## config.mk

```make
export PLATFORM = sky130hd
export DESIGN_NAME = jtbubl_snd_comm
export DESIGN_NICKNAME = d
export VERILOG_FILES = /design/src/rtl/jtbubl_pkg.sv /design/src/rtl/jtbubl_edge.sv /design/src/rtl/jtbubl_snd_comm.sv
export SDC_FILE = /design/constraint.sdc
export NUM_CORES = 1
export LEC_CHECK = 0
export BUFFER_PORTS_ARGS = -buffer_cell sky130_fd_sc_hd__buf_2
export CORE_MARGIN = 2
export CORE_UTILIZATION = 35
export CTS_BUF_LIST = sky130_fd_sc_hd__clkbuf_2
export DETAILED_ROUTE_END_ITERATION = 7
export GPL_TIMING_DRIVEN = 0
export PLACE_DENSITY = 0.76
export RECOVER_POWER = 25
export SLEW_MARGIN = 20
export SYNTH_ARGS = -nofsm -noshare
export SYNTH_HDL_FRONTEND = slang
export SYNTH_SLANG_ARGS = --single-unit
```

## constraint.sdc

```tcl
create_clock -name clk24 -period 1.6 [get_ports clk24]
set_input_delay 0.16 -clock clk24 [delete_from_list [all_inputs] [get_ports clk24]]
set_output_delay 0.16 -clock clk24 [all_outputs]
set_load 0.01 [all_outputs]
```

## src/rtl/jtbubl_pkg.sv

```systemverilog
// Shared register map and status constants for the sound-side communication block.
package jtbubl_pkg;

    localparam logic [1:0] REG_LATCH   = 2'd0;
    localparam logic [1:0] REG_NMI_ON  = 2'd1;
    localparam logic [1:0] REG_NMI_OFF = 2'd2;
    localparam logic [1:0] REG_STATUS  = 2'd1;

    localparam logic [5:0] STATUS_PAD  = 6'h3f;
    localparam logic [7:0] BUS_IDLE    = 8'hff;

    function automatic logic [7:0] status_byte(input logic main_flag, input logic snd_flag);
        return {STATUS_PAD, main_flag, snd_flag};
    endfunction

endpackage

```

## src/rtl/jtbubl_edge.sv

```systemverilog
// Registered rising-edge detector; the history register resets to RST_HIST so a
// level that is already high out of reset does not fire.
module jtbubl_edge #(
    parameter logic RST_HIST = 1'b1
) (
    input  logic clk24,
    input  logic rst_n,
    input  logic clr,
    input  logic din,
    output logic rise
);

    logic hist_q;
    logic hist_d;

    assign hist_d = clr ? RST_HIST : din;

    always_ff @(posedge clk24 or negedge rst_n) begin
        if (!rst_n) hist_q <= RST_HIST;
        else        hist_q <= hist_d;
    end

    assign rise = din & ~hist_q;

endmodule

```

## src/rtl/jtbubl_snd_comm.sv

```systemverilog
// Sound-CPU side of the main/sound mailbox: latches in both directions,
// pending flag, NMI generation and the 0xB000-0xB003 register window.
module jtbubl_snd_comm
    import jtbubl_pkg::*;
#(
    parameter logic NMI_DEF = 1'b0
) (
    input  logic       clk24,
    input  logic       rst_n,
    input  logic       cen,
    input  logic       snd_rstn,
    input  logic [7:0] snd_latch,
    input  logic       snd_stb,
    input  logic       main_flag,
    input  logic       cs,
    input  logic [1:0] addr,
    input  logic       rd_n,
    input  logic       wr_n,
    input  logic [7:0] cpu_dout,
    output logic [7:0] cpu_din,
    output logic [7:0] main_latch,
    output logic       main_stb,
    output logic       snd_flag,
    output logic       nmi_n
);

    // Everything runs at full clk24 rate; the clock enable is not needed here.
    logic unused_cen;
    assign unused_cen = cen;

    logic       soft_rst;
    logic       acc;
    logic       acc_rise;
    logic       stb_rise;
    logic       rd_edge;
    logic       wr_edge;

    logic [7:0] main_latch_q, main_latch_d;
    logic       main_stb_q,   main_stb_d;
    logic       pending_q,    pending_d;
    logic       nmi_en_q,     nmi_en_d;
    logic       nmi_n_q,      nmi_n_d;
    logic [7:0] cpu_din_q,    cpu_din_d;

    assign soft_rst = ~snd_rstn;
    assign acc      = cs & (~rd_n | ~wr_n);
    assign wr_edge  = acc_rise & ~wr_n;
    assign rd_edge  = acc_rise & ~rd_n & wr_n;

    jtbubl_edge #(.RST_HIST(1'b1)) u_stb_edge (
        .clk24 (clk24),
        .rst_n (rst_n),
        .clr   (soft_rst),
        .din   (snd_stb),
        .rise  (stb_rise)
    );

    jtbubl_edge #(.RST_HIST(1'b1)) u_acc_edge (
        .clk24 (clk24),
        .rst_n (rst_n),
        .clr   (soft_rst),
        .din   (acc),
        .rise  (acc_rise)
    );

    always_comb begin
        main_latch_d = main_latch_q;
        main_stb_d   = 1'b0;
        pending_d    = pending_q;
        nmi_en_d     = nmi_en_q;
        cpu_din_d    = BUS_IDLE;

        if (wr_edge) begin
            case (addr)
                REG_LATCH: begin
                    main_latch_d = cpu_dout;
                    main_stb_d   = 1'b1;
                end
                REG_NMI_ON:  nmi_en_d = 1'b1;
                REG_NMI_OFF: nmi_en_d = 1'b0;
                default: ;
            endcase
        end

        // Read data is captured once per bus cycle and held until rd_n rises.
        if (cs && !rd_n) begin
            if (rd_edge) begin
                case (addr)
                    REG_LATCH: begin
                        cpu_din_d = snd_latch;
                        pending_d = 1'b0;
                    end
                    REG_STATUS: cpu_din_d = status_byte(main_flag, pending_q);
                    default:    cpu_din_d = BUS_IDLE;
                endcase
            end else begin
                cpu_din_d = cpu_din_q;
            end
        end

        // A new byte from the main side beats a simultaneous read of the latch.
        if (stb_rise) pending_d = 1'b1;

        nmi_n_d = ~(pending_d & nmi_en_d);

        if (soft_rst) begin
            main_stb_d = 1'b0;
            pending_d  = 1'b0;
            nmi_en_d   = NMI_DEF;
            nmi_n_d    = 1'b1;
            cpu_din_d  = BUS_IDLE;
        end
    end

    always_ff @(posedge clk24 or negedge rst_n) begin
        if (!rst_n) begin
            main_latch_q <= 8'h00;
            main_stb_q   <= 1'b0;
            pending_q    <= 1'b0;
            nmi_en_q     <= NMI_DEF;
            nmi_n_q      <= 1'b1;
            cpu_din_q    <= BUS_IDLE;
        end else begin
            main_latch_q <= main_latch_d;
            main_stb_q   <= main_stb_d;
            pending_q    <= pending_d;
            nmi_en_q     <= nmi_en_d;
            nmi_n_q      <= nmi_n_d;
            cpu_din_q    <= cpu_din_d;
        end
    end

    assign cpu_din    = cpu_din_q;
    assign main_latch = main_latch_q;
    assign main_stb   = main_stb_q;
    assign snd_flag   = pending_q;
    assign nmi_n      = nmi_n_q;

endmodule

```

Word level (Yosys, flattened, before mapping)
Cells that the tools add are included.

Equal/unequal tests: 3. Mux-type cells: 18. Bitwise gates (word level): 13. Reductions and logical operators: 4.

Operators with widths (count): $mux W8 (3); $pmux W8 S2 (1); $mux W1 (13); $and A1 B1 Y1 (7); $not A1 Y1 (5); $ne A3 B3 Y1 const B (1); $eq A2 B1 Y1 const B (1); $eq A2 B2 Y1 const B (1); $logic_not A2 Y1 (1); $pmux W1 S2 (1); $reduce_and A2 Y1 (1); $logic_and A1 B1 Y1 (1); $logic_not A1 Y1 (1); $or A1 B1 Y1 (1).

Register bits: 22. Bits of input ports: 27. Output and inout port bits: 19. Logic and storage cells: 46.

Depth between registers and ports, before layout
Depth in word-level cells: 12. Gate-level depth with buffers: 6.

Modules after synthesis
Synthesis repeated with hierarchy kept, for this count alone.

Cell total of the unflattened synthesis: 87. Area total of the unflattened synthesis: 1028.5 um^2.

Modules (own cells, without submodules): jtbubl_snd_comm (times used 1, cells an instance 81, area an instance 950.9 um^2, seq. area each 511.7 um^2); jtbubl_edge (times used 2, cells an instance 3, area an instance 38.8 um^2, seq. area each 26.3 um^2).

Least setup slack after synthesis
Ideal clock, no wire load.

Path type: input to register. From: input addr[1]. To: register cpu_din_q[2], in the netlist cpu_din[2]. Setup time: 0.080 ns. Data arrival time: 1.324 ns. Required time: 1.520 ns. Slack: 0.196 ns. Stages on the path: 6. Path buffers: 1. Cell sequence: inv_1 > ha_1 > nand3b_4 > or4_1 > buf_2 > o22a_1.

Word-level cells in the longest chain between the ends: 5. Elaborated cells on any way between the ends: 6. Classes of those cells: eq/ne: 1; mux: 4; reduce/logical: 1.

RTL lines: start: declaration (RTL line jtbubl_snd_comm.sv:16) `input logic [1:0] addr,`; $eq A2 B1 Y1 or $logic_not A2 Y1 (tied branches) (RTL line jtbubl_snd_comm.sv:88) `case (addr)`; $pmux W8 S2 (*) (RTL line jtbubl_snd_comm.sv:88); $mux W8 (*) (RTL line jtbubl_snd_comm.sv:87) `if (rd_edge) begin`; $mux W8 (*) (RTL line jtbubl_snd_comm.sv:86) `if (cs && !rd_n) begin`; $mux W8 (*) (RTL line jtbubl_snd_comm.sv:106) `if (soft_rst) begin`; end signal: assignment (RTL line jtbubl_snd_comm.sv:129) `cpu_din_q <= cpu_din_d;`; end: declaration (RTL line jtbubl_snd_comm.sv:43) `logic [7:0] cpu_din_q, cpu_din_d;`.

Mark *: on every way between the ends. The rest lies on a longest branch, timed or not. The select of a mux whose other input is x is not followed. A chain may end at the register's enable or synchronous reset.

Final worst setup path
From: input snd_rstn. To: register cpu_din_q[2], in the netlist cpu_din[2].

Word-level cells in the longest chain between the ends: 1. Elaborated cells on any way between the ends: 2. Classes of those cells: eq/ne: 1; mux: 1.

RTL lines: start: declaration (RTL line jtbubl_snd_comm.sv:11) `input logic snd_rstn,`; $ne A3 B3 Y1 (no source line) or $mux W8 (tied branches).

Parallel ways exist; a longest one is shown, timed or not.

==> impl_metrics.py <==
metrics = {
    "critical_path": {
        "worst-path-max-fanout": 7,
        "rr_endpoint": "cpu_din[2]$_DFFE_PN1P_",
        "reg2reg_from": "u_acc_edge.hist_q$_DFF_PN1_",
        "reg2reg_depth": 4,
        "arrival_ns": 1.78,
        "timing.critical_path.to_type": "flip-flop",
        "reg2reg_setup_slack_ns": 0.10,
        "critPathRequiredTime_ns": 1.86,
        "crit_type": "primary input to flip-flop",
        "start_kind": "primary input",
    },
    "drt": {
        "first_pass_iters": 2,
        "viasPerCell": 4.73,
        "routed_wl_mm": 1.82,
        "vias": 719,
        "wl_per_cell_um": 12.0,
        "drtIter0Drc": 12,
        "ant_nets": 0,
        "route.detailed.drc": 0,
    },
    "synthesis": {
        "synth_area_leader_cell": "dfstp_2",
        "yosys_warnings": 0,
        "synth.yosys.seq_area_share_pct": 59.9,
        "yosys-top-cells-area": "dfstp_2, dfrtp_1, mux2_2",
        "synth_top_cell_area_share_pct": 30.7,
        "synth_cells": 72,
        "syn-mean-instance-area_um2": 13.1,
        "synth_fp_nets": 101,
        "ys_ff_latch": 22,
        "yosys.cell_types.count": 24,
        "synth_area_um2": 942,
    },
    "cts": {
        "cts_buffers": 3,
        "clk_pin_slew_ns": 0.20,
        "post_cts.repair.setup_buffers": 0,
        "clock_path_buffers": 2,
        "cts_sinks": 22,
        "h-tree-depth": 1,
        "cts_tree": "built",
        "insertion_delay_ns": 0.31,
        "cts_root_buf": "clkbuf_2",
    },
    "grt": {
        "grtUsageMet1_pct": 14.1,
        "grt_util_met3_pct": 5.12,
        "gr-max-usage-layer": "met2",
        "grt_usage_pct": 12.7,
        "grt_first_pass_wirelength_mm": 3.14,
        "antenna_found_initial": 0,
        "grt_use_met2_pct": 23.6,
        "grt_max_degree": 23,
        "overflow": 0,
        "grt_pass1_vias": 747,
    },
    "run": {
        "drv_cap": 0,
    },
    "layout": {
        "regArea_um2": 564,
        "syn2layout_area_growth_pct": 31.3,
        "fin_nets": 152,
        "fillerInstances": 243,
        "layout_commonest_cell": "buf_2",
        "fin_util_pct": 49.1,
        "fin_area_um2": 1240,
        "diodes": 0,
        "drive_above_1_share_pct": 56.6,
        "final_cell_mix": "buf_2, dfstp_2, dfrtp_1",
        "multi_input_area_um2": 362,
    },
    "floorplan": {
        "core_um2": 2520,
        "initial_core_util_pct": 37.4,
        "io-pin-count": 46,
        "die_w_um": 55.9,
        "num_rows": 18,
        "dieHeight_um": 55.9,
        "dieArea_um2": 3120,
    },
    "placed_design": {
        "gp_congestion": 0.709,
        "numPortBuffers": 44,
        "dp_hpwl_mm": 1.46,
        "placed_cell_area_um2": 1200,
    },
    "timing": {
        "whs_ns": 0.0294,
        "setup_viol": 0,
        "setup_tns_ns": 0,
        "fmax_mhz": 658,
        "fin_skew_ns": 0.0136,
        "tightestPinTransition_ns": 1.15,
        "rsz0062_at_grt": "false",
        "slew_headroom_pct": 23.6,
        "final_max_slew_viol_count": 0,
        "fin_crit_sh_pct": 95.0,
        "finalHoldViolCount": 0,
        "fin_crit_ns": 1.52,
    },
    "worst_hold_path": {
        "whs_path_depth": 2,
        "min-delay-start": "snd_stb",
        "hold-path-endpoint": "u_stb_edge.hist_q$_DFF_PN1_",
        "min_path_type": "primary input to flip-flop",
    },
    "power_and_ir_drop": {
        "p_leak_uw": 0.000592,
        "vdd_drop_max_mv": 0.992,
        "p_per_area_nw_per_um2": 842,
    },
    "status": {
        "status": "completed",
    },
}
## how the worst max path moves through the flow
stage	slack, ns	end	startpoint	depth (start not counted)
2_1_floorplan	0.20	cpu_din[2]$_DFFE_PN1P_	addr[1]	6
3_3_place_gp	0.02	cpu_din[2]$_DFFE_PN1P_	addr[1]	7
3_5_place_dp	-0.02	cpu_din[6]$_DFFE_PN1P_	addr[1]	7
4_1_cts	0.09	cpu_din[6]$_DFFE_PN1P_	u_acc_edge.hist_q$_DFF_PN1_	4
5_1_grt	0.06	cpu_din[2]$_DFFE_PN1P_	u_acc_edge.hist_q$_DFF_PN1_	4
6_report	0.08	cpu_din[2]$_DFFE_PN1P_	snd_rstn	6
## registers in the layout, summed over array words and instances (netlist names)
signal,cells
nmi_en_q,1
main_stb,1
u_stb_edge.hist_q,1
nmi_n,1
u_acc_edge.hist_q,1
cpu_din,8
snd_flag,1
main_latch,8
## kinds of logic after synthesis
logic type / share of synthesized area (%)
muxes: 10.6
AOI/OAI and AO/OA: 10.6
DFF: 59.9
buffers and inverters: 1.73
and+or+nand+nor: 14.5
adders and majority gates: 2.66
## per-layer routing
metal | part of all wire, % | routed length (um)
met1 | 41 | 741
met5 | 0 | 0
met3 | 5.8 | 106
met4 | 0 | 0
met2 | 53 | 973
## cells in the mapped netlist, drive strengths merged
cell type / number
a2111oi: 1
a22o: 1
and2: 1
and3b: 1
buf: 1
dfrtp: 11
dfstp: 11
ha: 2
inv: 3
mux2: 8
mux2i: 1
nand2: 6
nand2b: 2
nand3b: 1
nor2: 4
nor2b: 2
nor3: 2
nor4bb: 1
o21a: 2
o21ai: 3
o22a: 6
or2b: 1
or4: 1
## through the flow
step | std cells | worst slack (ns) | total power, uW
final | 152 | 0.0795 | 1040
after global routing | 152 | 0.0563 | 1110
after CTS | 152 | 0.0886 | 1070
after detailed placement | 146 | -0.0192 | 846
after global placement | 146 | 0.0158 | 837
after floorplan | 72 | 0.196 | 739
## final cells by class
class,instances,area share [%]
multi-input combinational,46,29.2
tap,30,3.03
clock buffer,3,1.21
inverter,3,0.910
sequential,22,45.6
buffer,1,0.404
timing repair buffer,46,19.3
clock inverter,1,0.303
## repair_timing
item	in CTS	in global routing
endpoints found under the hold margin	12	0
hold buffers	2	0
resized for setup	0	0
## power breakdown
group	internal, uW	switching (uW)
clock network	54.3	153
registers	611	23.4
logic	106	93.9
total	772	270
## worst max-delay path: stages
cell	delay, ns
dlygate4sd3_1	0.52
buf_2	0.16
inv_1	0.06
or4_1	0.50
buf_2	0.17
o22a_1	0.20
Power figures use the tool's default switching activity.
